### src/rtl/mem_bank_scanner_pkg.sv
// Shared scan-sequencer types; other pipeline stages decode scan status from them.
package mem_bank_scanner_pkg;

  // Scan sequencer state
  typedef enum logic [1:0] {
    IDLE  = 2'd0,
    SCAN  = 2'd1,
    DRAIN = 2'd2
  } scan_state_e;

endpackage

### src/rtl/mem_bank_scanner_pipeline_sr.sv
// Free-running shift register: q is d delayed by ENDING_CYCLE clocks.
// Ports: clk, reset (sync, active-high, clears every stage), d (input word),
//        q (word from ENDING_CYCLE cycles ago). ENDING_CYCLE must be >= 1.
module mem_bank_scanner_pipeline_sr #(
  parameter int unsigned WIDTH        = 1,
  parameter int unsigned ENDING_CYCLE = 1
) (
  input  logic             clk,
  input  logic             reset,
  input  logic [WIDTH-1:0] d,
  output logic [WIDTH-1:0] q
);

  logic [ENDING_CYCLE-1:0][WIDTH-1:0] stage_q;
  logic [ENDING_CYCLE-1:0][WIDTH-1:0] stage_d;

  // Shift by one stage every cycle
  always_comb begin
    stage_d    = stage_q;
    stage_d[0] = d;
    for (int i = 1; i < int'(ENDING_CYCLE); i++) begin
      stage_d[i] = stage_q[i-1];
    end
  end

  always_ff @(posedge clk) begin
    if (reset) begin
      stage_q <= '0;
    end else begin
      stage_q <= stage_d;
    end
  end

  assign q = stage_q[ENDING_CYCLE-1];

endmodule

### src/rtl/mem_bank_scanner.sv
// Read-side sequencer for the banked operator/channel memory. A start pulse walks
// every (bank, address) pair once in bank-major order; returned data is tagged
// with a sideband delayed by the memory read latency.
// Ports: clk, reset (sync, active-high), start (scan request), en (scan enable),
//        reb/bankb/addrb (memory read port), dob (memory read data),
//        busy/done (scan status), out_valid/out_bank/out_addr/out_data (tagged word).
module mem_bank_scanner
  import mem_bank_scanner_pkg::*;
#(
  parameter int unsigned DATA_WIDTH   = 8,
  parameter int unsigned DEPTH        = 18,
  parameter int unsigned NUM_BANKS    = 2,
  parameter int unsigned OUTPUT_DELAY = 2,
  parameter int unsigned BANK_WIDTH   = $clog2(NUM_BANKS),
  parameter int unsigned ADDR_WIDTH   = $clog2(DEPTH)
) (
  input  logic                  clk,
  input  logic                  reset,
  input  logic                  start,
  input  logic                  en,
  output logic                  reb,
  output logic [BANK_WIDTH-1:0] bankb,
  output logic [ADDR_WIDTH-1:0] addrb,
  input  logic [DATA_WIDTH-1:0] dob,
  output logic                  busy,
  output logic                  done,
  output logic                  out_valid,
  output logic [BANK_WIDTH-1:0] out_bank,
  output logic [ADDR_WIDTH-1:0] out_addr,
  output logic [DATA_WIDTH-1:0] out_data
);

  localparam int unsigned DRAIN_W = 2;
  localparam int unsigned SB_W    = 1 + BANK_WIDTH + ADDR_WIDTH;

  scan_state_e           state_q, state_d;
  logic [BANK_WIDTH-1:0] bank_q, bank_d;
  logic [ADDR_WIDTH-1:0] addr_q, addr_d;
  logic [DRAIN_W-1:0]    drain_q, drain_d;
  logic                  busy_q, busy_d;
  logic                  done_q, done_d;
  logic                  last_addr;
  logic                  last_bank;

  assign reb       = (state_q == SCAN) && en;
  assign last_addr = (addr_q == ADDR_WIDTH'(DEPTH - 1));
  assign last_bank = (bank_q == BANK_WIDTH'(NUM_BANKS - 1));

  // Next-state, counter and status logic
  always_comb begin
    state_d = state_q;
    bank_d  = bank_q;
    addr_d  = addr_q;
    drain_d = drain_q;
    case (state_q)
      IDLE: begin
        if (start) begin
          state_d = SCAN;
          bank_d  = '0;
          addr_d  = '0;
        end
      end
      SCAN: begin
        if (reb) begin
          if (last_addr) begin
            addr_d = '0;
            if (last_bank) begin
              bank_d  = '0;
              drain_d = '0;
              state_d = DRAIN;
            end else begin
              bank_d = bank_q + BANK_WIDTH'(1);
            end
          end else begin
            addr_d = addr_q + ADDR_WIDTH'(1);
          end
        end
      end
      DRAIN: begin
        // Final DRAIN cycle is the done cycle, one past the last out_valid
        if (drain_q == DRAIN_W'(OUTPUT_DELAY)) begin
          state_d = IDLE;
        end else begin
          drain_d = drain_q + DRAIN_W'(1);
        end
      end
      default: state_d = IDLE;
    endcase
    busy_d = (state_d != IDLE);
    done_d = (state_d == DRAIN) && (drain_d == DRAIN_W'(OUTPUT_DELAY));
  end

  always_ff @(posedge clk) begin
    if (reset) begin
      state_q <= IDLE;
      bank_q  <= '0;
      addr_q  <= '0;
      drain_q <= '0;
      busy_q  <= 1'b0;
      done_q  <= 1'b0;
    end else begin
      state_q <= state_d;
      bank_q  <= bank_d;
      addr_q  <= addr_d;
      drain_q <= drain_d;
      busy_q  <= busy_d;
      done_q  <= done_d;
    end
  end

  assign bankb    = bank_q;
  assign addrb    = addr_q;
  assign busy     = busy_q;
  assign done     = done_q;
  assign out_data = dob;

  // Sideband delay matches the memory read latency so tags line up with dob
  logic [SB_W-1:0] sb_in;
  logic [SB_W-1:0] sb_out;

  assign sb_in = {reb, bank_q, addr_q};

  generate
    if (OUTPUT_DELAY == 0) begin : g_no_delay
      assign sb_out = sb_in;
    end else begin : g_delay
      mem_bank_scanner_pipeline_sr #(
        .WIDTH       (SB_W),
        .ENDING_CYCLE(OUTPUT_DELAY)
      ) u_sideband_sr (
        .clk  (clk),
        .reset(reset),
        .d    (sb_in),
        .q    (sb_out)
      );
    end
  endgenerate

  assign {out_valid, out_bank, out_addr} = sb_out;

endmodule

### config.mk
export PLATFORM = sky130hd
export DESIGN_NAME = mem_bank_scanner
export DESIGN_NICKNAME = d
export VERILOG_FILES = /design/src/rtl/mem_bank_scanner_pkg.sv /design/src/rtl/mem_bank_scanner_pipeline_sr.sv /design/src/rtl/mem_bank_scanner.sv
export SDC_FILE = /design/constraint.sdc
export NUM_CORES = 1
export LEC_CHECK = 0
export CORE_ASPECT_RATIO = 1.2
export CORE_MARGIN = 3
export CORE_UTILIZATION = 45
export DETAILED_ROUTE_END_ITERATION = 10
export GPL_ROUTABILITY_DRIVEN = 0
export PLACE_DENSITY_LB_ADDON = 0.3
export SLEW_MARGIN = 30
export SYNTH_ARGS = -nofsm -noshare
export SYNTH_HDL_FRONTEND = slang
export SYNTH_SLANG_ARGS = --single-unit
### constraint.sdc
create_clock -name clk -period 1.75 [get_ports clk]
set_input_delay 0.35 -clock clk [delete_from_list [all_inputs] [get_ports clk]]
set_output_delay 0.35 -clock clk [all_outputs]
set_load 0.03 [all_outputs]
* After elaboration in Yosys (flattened, before gate mapping)
Cells that the tools add are included.
Word-level totals: ROM bits 0, memory bits (writable) 0, bits of input ports 12, logic and storage cells 47, output and inout port bits 24, latch bits 0, memories kept 0, bits in registers 26
Operators by class: reductions and logical operators 7, divide/modulo/power cells 0, equal/unequal tests 9, order comparisons 0, $add $sub $neg 3, shifts and indexed selects 0, $mul 0, mux-type cells 20, bitwise gates (word level) 0
Operator list (number):
- $mux W2 | 9
- $mux W5 | 3
- $pmux W5 S2 | 1
- $eq A2 B2 Y1 const B | 4
- $ne A2 B2 Y1 const B | 3
- $pmux W2 S3 | 1
- $add A5 B1 Y5 const B | 1
- $eq A5 B5 Y1 const B | 1
- $mux W1 | 4
- $pmux W2 S2 | 1
- $reduce_and A4 Y1 | 1
- $reduce_bool A2 Y1 | 2
- $reduce_and A3 Y1 | 1
- $add A2 B1 Y2 const B | 1
- $eq A2 B1 Y1 const B | 1
- $logic_and A1 B1 Y1 | 2
- $logic_not A2 Y1 | 1
- $pmux W1 S2 | 1
- $add A1 B1 Y1 const B | 1

* Longest topological paths before layout
Gate-level depths: netlist of run 1.
depth after elaboration 6, depth in mapped cells 7

* Cells and area by module
Synthesis of run 1 repeated with hierarchy kept, for this count alone.
Second synthesis, totals: cells, all modules 114, area total of the unflattened synthesis 1148.6 sq um
By module, submodules not included:
- mem_bank_scanner | area an instance 740.7 sq um, cells each 85, times used 1
- mem_bank_scanner_pipeline_sr | area an instance 407.9 sq um, cells each 29, times used 1

* Worst setup path after synthesis of run 1
No wires, ideal clock.
path type register -> register, start point reg state_q[1], end point reg busy_q, in the netlist busy, required time 1.630 ns, arrival 1.527 ns, period minus slack after synthesis 1.647 ns, cell stages (with the launch flop) 8, path slack 0.103 ns, cells stage by stage dfxtp_1 inv_1 ha_1 buf_2 and2_1 a31oi_1 nor4_4 or2_1
On the way: word-level cells in the longest chain between the ends 5, elaborated cells on any way between the ends 11, classes of those cells eq/ne (2); mux (6); reduce/logical (3)
Ends and longest elaborated chain:
- start, declared | line mem_bank_scanner.sv:36 | scan_state_e state_q, state_d;
- start signal, assigned | line mem_bank_scanner.sv:102 | state_q <= state_d;
- $eq A2 B1 Y1 | line mem_bank_scanner.sv:45 | assign reb = (state_q == SCAN) && en;
- $logic_and A1 B1 Y1 | line mem_bank_scanner.sv:45
- via reb | line mem_bank_scanner.sv:21 | output logic reb,
- $mux W2 | line mem_bank_scanner.sv:64 | if (reb) begin
- $pmux W2 S3 | line mem_bank_scanner.sv:55 | case (state_q)
- $reduce_bool A2 Y1 | line mem_bank_scanner.sv:89 | busy_d = (state_d != IDLE);
- end signal, assigned | line mem_bank_scanner.sv:106 | busy_q <= busy_d;
- end, declared | line mem_bank_scanner.sv:40 | logic busy_q, busy_d;
The timed path passes the listed nets, and every way through them passes these cells. A chain may end at the register's enable or synchronous reset.

* Worst setup path in the final report of run 1
start point reg state_q[1], end point out reb
On the way: word-level cells in the longest chain between the ends 2
Ends and longest elaborated chain (line):
- $eq A2 B1 Y1 | mem_bank_scanner.sv:45
- $logic_and A1 B1 Y1 | mem_bank_scanner.sv:45
- end, declared | mem_bank_scanner.sv:21
Every way passes these cells.

==> results of run 1 <==
==> cell usage after synthesis (all sizes together) (2+ instances only) <==
| cell | n | area [um^2] |
|---|---|---|
| dfxtp | 26 | 521 |
| nor2b | 16 | 100 |
| buf | 14 | 103 |
| nor2 | 9 | 33.8 |
| ha | 8 | 100 |
| inv | 5 | 18.8 |
| nand2 | 4 | 15.0 |
| nor4b | 4 | 53.8 |
| nor3 | 3 | 15.0 |
| nor4 | 3 | 40.0 |
| or2 | 3 | 18.8 |
| xnor2 | 3 | 26.3 |
| a21oi | 2 | 10.0 |
| a31oi | 2 | 12.5 |
| and3 | 2 | 12.5 |
| clkbuf | 2 | 7.51 |
==> metal layers <==
metal / vias up / part of all wire / track usage / wire (um)
met1: 385 / 0.42 / 0.162 / 891
met3: 6 / 0.063 / 0.0331 / 135
met4: 0 / 0.017 / 0.0607 / 36
met2: 25 / 0.50 / 0.215 / 1070
met5: - / 0 / 0 / 0
li1: 418 / - / - / -
==> power groups by stage <==
stage	Clock (mW)	Sequential, mW	Combinational [mW]
2_1_floorplan	0	0.641	0.117
5_1_grt	0.448	0.617	0.187
6_report	0.416	0.614	0.172
3_3_place_gp	0	0.626	0.148
4_1_cts	0.422	0.614	0.153
3_5_place_dp	0	0.626	0.151
==> path summary, 6_finish.rpt <==
path	startpoint	endpoint	slack [ns]	depth (start not counted)
worst max-delay path	state_q[1]	reb	0.06	4
worst min-delay path	g_delay.u_sideband_sr.stage_d[7]	g_delay.u_sideband_sr.q[0]	0.45	1
worst max register to register	state_q[1]	done	0.10	6
worst min register to register	g_delay.u_sideband_sr.stage_d[7]	g_delay.u_sideband_sr.q[0]	0.45	1
==> cell type report <==
cell class                 instances  area [um^2]
fill                             236         1070
inverter                           5         18.8
timing repair buffer              26          239
sequential                        26          523
clock buffer                       3         22.5
clock inverter                     1         30.0
multi-input combinational         73          606
tap                               33         41.3
==> per-stage QoR <==
step	setup TNS, ns	setup slack (ns)	area, um^2
5_1_grt	-0.0328	-0.0217	1480
3_5_place_dp	-0.127	-0.0731	1380
6_report	0	0.0572	1480
4_1_cts	0	0.00191	1440
2_1_floorplan	0	0.103	1220
3_3_place_gp	0	0.0293	1380
==> cell usage in the layout, fill, tap and decap left out, drive strengths merged, types with 2 or more instances in the layout <==
| master | n |
|---|---|
| a21oi | 2 |
| a31oi | 2 |
| and3 | 2 |
| buf | 8 |
| clkbuf | 3 |
| clkdlybuf4s50 | 11 |
| dfxtp | 26 |
| dlygate4sd2 | 5 |
| dlymetal6s2s | 2 |
| ha | 8 |
| inv | 5 |
| nand2 | 4 |
| nor2 | 9 |
| nor2b | 16 |
| nor3 | 3 |
| nor4 | 3 |
| nor4b | 4 |
| or2 | 3 |
| xnor2 | 3 |
==> logic make-up after synthesis <==
kind of cell / after synthesis
flops: 26
compound gates: 9
xor+xnor: 3
buf+inv: 21
simple gates: 52
mux: 1
fa+ha+maj: 8
==> sequential cells by signal (all words and copies together) (netlist names) <==
register / count
done: 1
state_q: 2
g_delay.u_sideband_sr.stage_d: 7
drain_q: 2
g_delay.u_sideband_sr.q: 7
addrb: 5
bankb: 1
busy: 1
==> repair_timing <==
item,in CTS,in global routing
setup endpoints to repair,6,10
pin swaps,0,1
cloned,0,0
gates resized for setup,7,9
buffers inserted,0,2
hold buffers,0,0
==> worst max-delay path: stages (launching register included) <==
cell and delay (ns):
dfxtp_2 0.37, inv_1 0.13, ha_4 0.21, and2_4 0.16, buf_4 0.15
==> reports/qor.yml, run 1 <==
seq_area_frac_synth: 0.426
max-vdd-ir-drop_mv: 0.552
cts_buffers: 3
cts_tree: "done"
drive_gt1_frac: 0.194
initial_utilization: 0.478
synth_xor_area_frac: 0.0215
root_buffer: "clkbuf_4"
hold_slack_ns: 0.454
fin_skew_ns: 0.00750
syn_area_um2: 1220
syn_avg_cell_area_um2: 10.2
port_buffers: 19
clk_path_buf_depth: 2
dieArea_um2: 3380
drc: 0
worstPathArrival_ns: 1.34
insertedDiodeCount: 0
htreeDepth: 1
relSlewSlack: 0.783
cap_violations: 0
synthMuxAreaShare: 0.0113
required_ns: 1.40
synth_fa_ha_area_frac: 0.0820
finalSetupViolCount: 0
hold_viol: 0
seq_power_share: 0.511
startpoint_type: "flip-flop"
async_reset_ff_frac: 0
drtIter0Drc: 24
cts.reportedPaths.clkPinSlew_ns: 0.15
grt_overflow: 0
worst-setup-path-type: "flip-flop to primary output"
grt_antenna_before_repair: 0
grt_max_degree: 16
vias: 834
first_pass_iters: 4
die_w_um: 53.6
synth_top_family_by_area: "simple AND/OR/NAND/NOR gates"
maxSlewViolCount: 0
io_pins: 36
ant_nets: 0
synth_cells: 120
swShare: 0.238
grt_setup_unrepaired: "true"
intPower_mw: 0.917
crit_fanout: 8
clk_latency_ns: 0.33
wl_um: 2130
grt_pass1_wl_um: 3410
hold_path_class: "flip-flop to flip-flop"
p_sw_mw: 0.286
synthSimpleGateAreaFrac: 0.304
grt_use_total: 0.133
worst_pin_slew_ns: 0.324
routedWlPerCell_um: 12.8
synth_warnings: 0
utilization: 0.580
synth-edff-count: 0
leakage_nw: 0.591
p_per_area_nw_per_um2: 813
status: "finished clean"
syn2layout_area_growth_pct: 21.2
via_per_inst: 4.99
nets: 155
final_cells: 167
cts.sinks: 26
layout_min_cycle_time_ns: 1.69
setup.worst_path.end_class: "primary output"
synth_compound_area_frac: 0.0492
fmax_mhz: 591
clock_power_share: 0.346
fin_crit_sh: 0.967
dp_cells: 161
placementRows: 20
finalPower_mw: 1.20
yosysUniqueCellTypes: 34
fp.coreArea_um2: 2550
ys_seq_elements: 26
synth_top_flop_cell: "dfxtp_1"
synth_nets: 140
die_height_um: 63.1
hpwl_um: 1580
p_comb_frac: 0.143
first_global_vias: 799
(Power assumes the default switching activity.)
==> inputs of run 2 (changes only) <==
--- a/config.mk
+++ b/config.mk
@@ -10,8 +10,10 @@
 export CORE_UTILIZATION = 45
 export DETAILED_ROUTE_END_ITERATION = 10
 export GPL_ROUTABILITY_DRIVEN = 0
+export GPL_TIMING_DRIVEN = 0
 export PLACE_DENSITY_LB_ADDON = 0.3
-export SLEW_MARGIN = 30
+export SLEW_MARGIN = 40
 export SYNTH_ARGS = -nofsm -noshare
 export SYNTH_HDL_FRONTEND = slang
 export SYNTH_SLANG_ARGS = --single-unit
+export TNS_END_PERCENT = 20
==> run 2 against run 1 <==
Against the previous run:
- non-clock buffer count is 18 higher
- critical path depth is 1 higher
- wire length is 6.9% higher
- utilization is 5.4 points higher
- sequential share of layout area is 2.9 points lower
- register-to-register slack better by 0.02 ns
- critical path type unchanged
- critical endpoint unchanged
- largest power group unchanged
==> reports/qor.yml, run 2 (synthesized netlist as in run 1, its figures left out) <==
die_height_um: 63.1
grt_overflow: 0
root_buffer: "clkbuf_4"
max-vdd-ir-drop_mv: 0.518
relSlewSlack: 0.679
worst_pin_slew_ns: 0.481
setup.worst_path.end_class: "primary output"
hpwl_um: 1790
maxSlewViolCount: 0
setup_slack_ns: 0.0426
fin_skew_ns: 0.00330
final_common_cell: "dfxtp_1"
grt_max_degree: 16
grt_antenna_before_repair: 0
hold_slack_ns: 0.456
cts.sinks: 26
cts_tree: "done"
fin_crit_sh: 0.976
routedWlPerCell_um: 12.3
drc: 0
nFillCells: 220
grt_setup_unrepaired: "true"
fin_area_um2: 1620
insertedDiodeCount: 0
hold_viol: 0
dpl_cell_area_um2: 1530
pre_cts_slack_ns: -0.381
worst-setup-path-type: "flip-flop to primary output"
first_pass_iters: 4
fp.coreArea_um2: 2550
syn2layout_area_growth_pct: 32.5
die_w_um: 53.6
grt_pass1_wl_um: 3680
first_global_vias: 912
multi_input_area_um2: 597
wl_um: 2280
cap_violations: 0
via_per_inst: 4.82
port_buffers: 27
clk_path_buf_depth: 2
grt_use_total: 0.146
cts_buffers: 3
fmax_mhz: 586
layout_min_cycle_time_ns: 1.71
placementRows: 20
clk_latency_ns: 0.33
dieArea_um2: 3380
startpoint_type: "flip-flop"
ant_nets: 0
required_ns: 1.40
hold_path_class: "flip-flop to flip-flop"
nets: 173
regArea_um2: 526
leakage_nw: 0.630
io_pins: 36
drtIter0Drc: 9
worstPathArrival_ns: 1.36
finalSetupViolCount: 0
final_cell_mix: "dfxtp_1, clkdlybuf4s50_1, buf_4"
cts.reportedPaths.clkPinSlew_ns: 0.14
drive_gt1_frac: 0.243
p_per_area_nw_per_um2: 766
status: "finished clean"
crit_fanout: 9
htreeDepth: 1
utilization: 0.634
vias: 892
initial_utilization: 0.478
## run 2: cell types whose count changed in the layout (fill, tap and decap cells not counted), moves of 2 or more
cell and change:
buf_4 +10, clkbuf_1 +2, dlymetal6s2s_1 -2, buf_6 +2, dlygate4sd2_1 -3, clkdlybuf4s50_1 +9
## run 2: path summary, 6_finish.rpt
check	slack [ns]	startpoint	cells after the start	endpoint
hold / removal	0.46	g_delay.u_sideband_sr.stage_d[11]	1	g_delay.u_sideband_sr.q[4]
setup / recovery	0.04	state_q[1]	5	reb
setup reg to reg	0.12	addrb[1]	6	busy
hold reg to reg	0.46	g_delay.u_sideband_sr.stage_d[11]	1	g_delay.u_sideband_sr.q[4]
## run 2: timing repair
item,4_1_cts,5_1_grt
setup endpoints to repair,7,6
resized for setup,16,7
setup buffers,0,1
hold buffers,0,0
pin swaps,0,0
gates cloned,0,0
## run 2: worst max-delay path: stages (launching register included)
cell     delay, ns
dfxtp_4       0.38
inv_1         0.05
ha_1          0.18
buf_6         0.14
and2_4        0.15
buf_6         0.13
## run 2: metrics by stage
stage               std cells  power (mW)  setup TNS, ns
global placement          180       0.820         -0.496
detailed placement        180       0.825         -0.577
floorplan                 120       0.759              0
finish                    185        1.24              0
CTS                       184        1.23              0
global route              185        1.29        -0.0581
## run 2: power breakdown
group          internal [mW]  leakage, nW  switching (mW)
Sequential             0.604        0.212          0.0105
Combinational         0.0949        0.391           0.114
Clock                  0.232       0.0279           0.184
Total                  0.931        0.630           0.309
## run 2: layout make-up
cell class | count | share of cell area
Multi-Input combinational cell | 73 | 0.369
Clock inverter | 1 | 0.0186
Sequential cell | 26 | 0.325
Buffer | 16 | 0.0719
Timing Repair Buffer | 28 | 0.165
Clock buffer | 3 | 0.0139
Tap cell | 33 | 0.0255
Inverter | 5 | 0.0116
## run 2: routing by layer
layer	vias up	GRT usage	part of all wire
met3	5	0.0355	0.063
met2	34	0.245	0.51
met1	399	0.155	0.41
met4	0	0.0958	0.022
met5	-	0	0
li1	454	-	-
==> inputs of run 3 (changes only) <==
--- a/config.mk
+++ b/config.mk
@@ -5,9 +5,11 @@
 export SDC_FILE = /design/constraint.sdc
 export NUM_CORES = 1
 export LEC_CHECK = 0
+export CELL_PAD_IN_SITES_DETAIL_PLACEMENT = 0
+export CELL_PAD_IN_SITES_GLOBAL_PLACEMENT = 1
 export CORE_ASPECT_RATIO = 1.2
 export CORE_MARGIN = 3
-export CORE_UTILIZATION = 45
+export CORE_UTILIZATION = 35
 export DETAILED_ROUTE_END_ITERATION = 10
 export GPL_ROUTABILITY_DRIVEN = 0
 export GPL_TIMING_DRIVEN = 0
==> run 3 against run 2 <==
Against the previous run:
- setup slack lost 0.0036 ns
- via count fell by 1.1%
- register-to-register slack hardly changed
- combinational power about the same
- maximum frequency decreased by 0.21%
- count of clock-buffer cells in the layout grew 1
- critical path depth unchanged
- die area up 25%
- largest cell class unchanged
- clock skew grew 0.0087 ns
==> reports/qor.yml, run 3 (synthesized netlist as in run 1, its figures left out) <==
fin_skew_ns: 0.0120
cts.sinks: 26
fin_area_um2: 1600
grt_antenna_before_repair: 0
root_buffer: "clkbuf_4"
drc: 0
hold_viol: 0
nFillCells: 310
setup.worst_path.end_class: "primary output"
pre_cts_slack_ns: -0.383
fp.coreArea_um2: 3190
required_ns: 1.40
vias: 882
crit_fanout: 9
grt_pass1_wl_um: 3770
fmax_mhz: 584
first_pass_iters: 4
p_per_area_nw_per_um2: 702
first_global_vias: 887
worst-setup-path-type: "flip-flop to primary output"
drtIter0Drc: 16
via_per_inst: 4.69
fin_crit_sh: 0.978
ant_nets: 0
clk_path_buf_depth: 2
clk_latency_ns: 0.32
setup_slack_ns: 0.0391
die_w_um: 59.9
initial_utilization: 0.382
dieArea_um2: 4240
crit_top_cell: "buf_6"
worst_pin_slew_ns: 0.451
rrSetupSlack_ns: 0.12
maxSlewViolCount: 0
cts_tree: "done"
grt_overflow: 0
wl_um: 2280
port_buffers: 27
cp_cell_sequence: "inv_1 > ha_1 > buf_6 > and2_4 > buf_6"
cap_violations: 0
routedWlPerCell_um: 12.1
leakage_nw: 0.623
htreeDepth: 1
nets: 173
max-vdd-ir-drop_mv: 0.398
finalSetupViolCount: 0
syn2layout_area_growth_pct: 31.1
io_pins: 36
fin_tns_setup_ns: 0
layout_min_cycle_time_ns: 1.71
drive_gt1_frac: 0.243
grt_setup_unrepaired: "true"
relSlewSlack: 0.700
dpl_cell_area_um2: 1540
hold_slack_ns: 0.441
insertedDiodeCount: 0
hold_path_class: "flip-flop to flip-flop"
cts_buffers: 3
critPathMaxStageDelay_ns: 0.39
startpoint_type: "flip-flop"
regArea_um2: 527
status: "finished clean"
final_cell_mix: "dfxtp_1, clkdlybuf4s50_1, buf_4"
multi_input_area_um2: 592
critical_path.slowest_cell: "dfxtp_4"
hold_buffers: 0
worstPathArrival_ns: 1.36
grt_max_degree: 15
hpwl_um: 1770
final_common_cell: "dfxtp_1"
cts.reportedPaths.clkPinSlew_ns: 0.15
grt_use_total: 0.114
placementRows: 22
die_height_um: 70.7
run 3: critical path: cells and delay by family (launching register included):
| kind | cells | cell delay (ns) |
|---|---|---|
| simple gates | 1 | 0.14 |
| fa+ha+maj | 1 | 0.19 |
| buf+inv | 3 | 0.33 |
| flops | 1 | 0.39 |
run 3: final timing paths:
check	from	end	cells after the start
worst max-delay path	state_q[1]	reb	5
worst max register to register	state_q[1]	addrb[3]	7
worst min register to register	g_delay.u_sideband_sr.stage_d[8]	g_delay.u_sideband_sr.q[1]	1
worst min-delay path	g_delay.u_sideband_sr.stage_d[8]	g_delay.u_sideband_sr.q[1]	1
run 3: final cells by class:
cell class / instances / area share
Multi-Input combinational cell: 73 / 0.370
Clock buffer: 4 / 0.0227
Tap cell: 36 / 0.0281
Buffer: 16 / 0.0727
Sequential cell: 26 / 0.329
Timing Repair Buffer: 28 / 0.166
Inverter: 5 / 0.0117
run 3: per-stage QoR:
step / instances / power [mW] / util
floorplan: 120 / 0.759 / -
global placement: 183 / 0.822 / 0.481
detailed placement: 183 / 0.825 / 0.481
CTS: 187 / 1.12 / 0.491
global route: 188 / 1.17 / 0.502
finish: 188 / 1.13 / 0.502
run 3: routing by layer:
| layer | global-route usage | share of wire |
|---|---|---|
| met5 | 0 | 0 |
| met4 | 0.0443 | 0.0088 |
| met3 | 0.0274 | 0.054 |
| met2 | 0.190 | 0.50 |
| met1 | 0.139 | 0.43 |
run 3: timing repair:
item | in CTS | in global routing
cloned | 0 | 0
resized for setup | 16 | 7
pin swaps | 0 | 1
setup endpoints to repair | 7 | 8
setup buffers | 0 | 1
run 3: where the power goes:
part	switching (mW)	total (mW)	internal [mW]	leakage (nW)
Sequential	0.0110	0.615	0.604	0.212
Clock	0.176	0.303	0.127	0.0210
Combinational	0.112	0.206	0.0940	0.390
Total	0.300	1.13	0.825	0.623
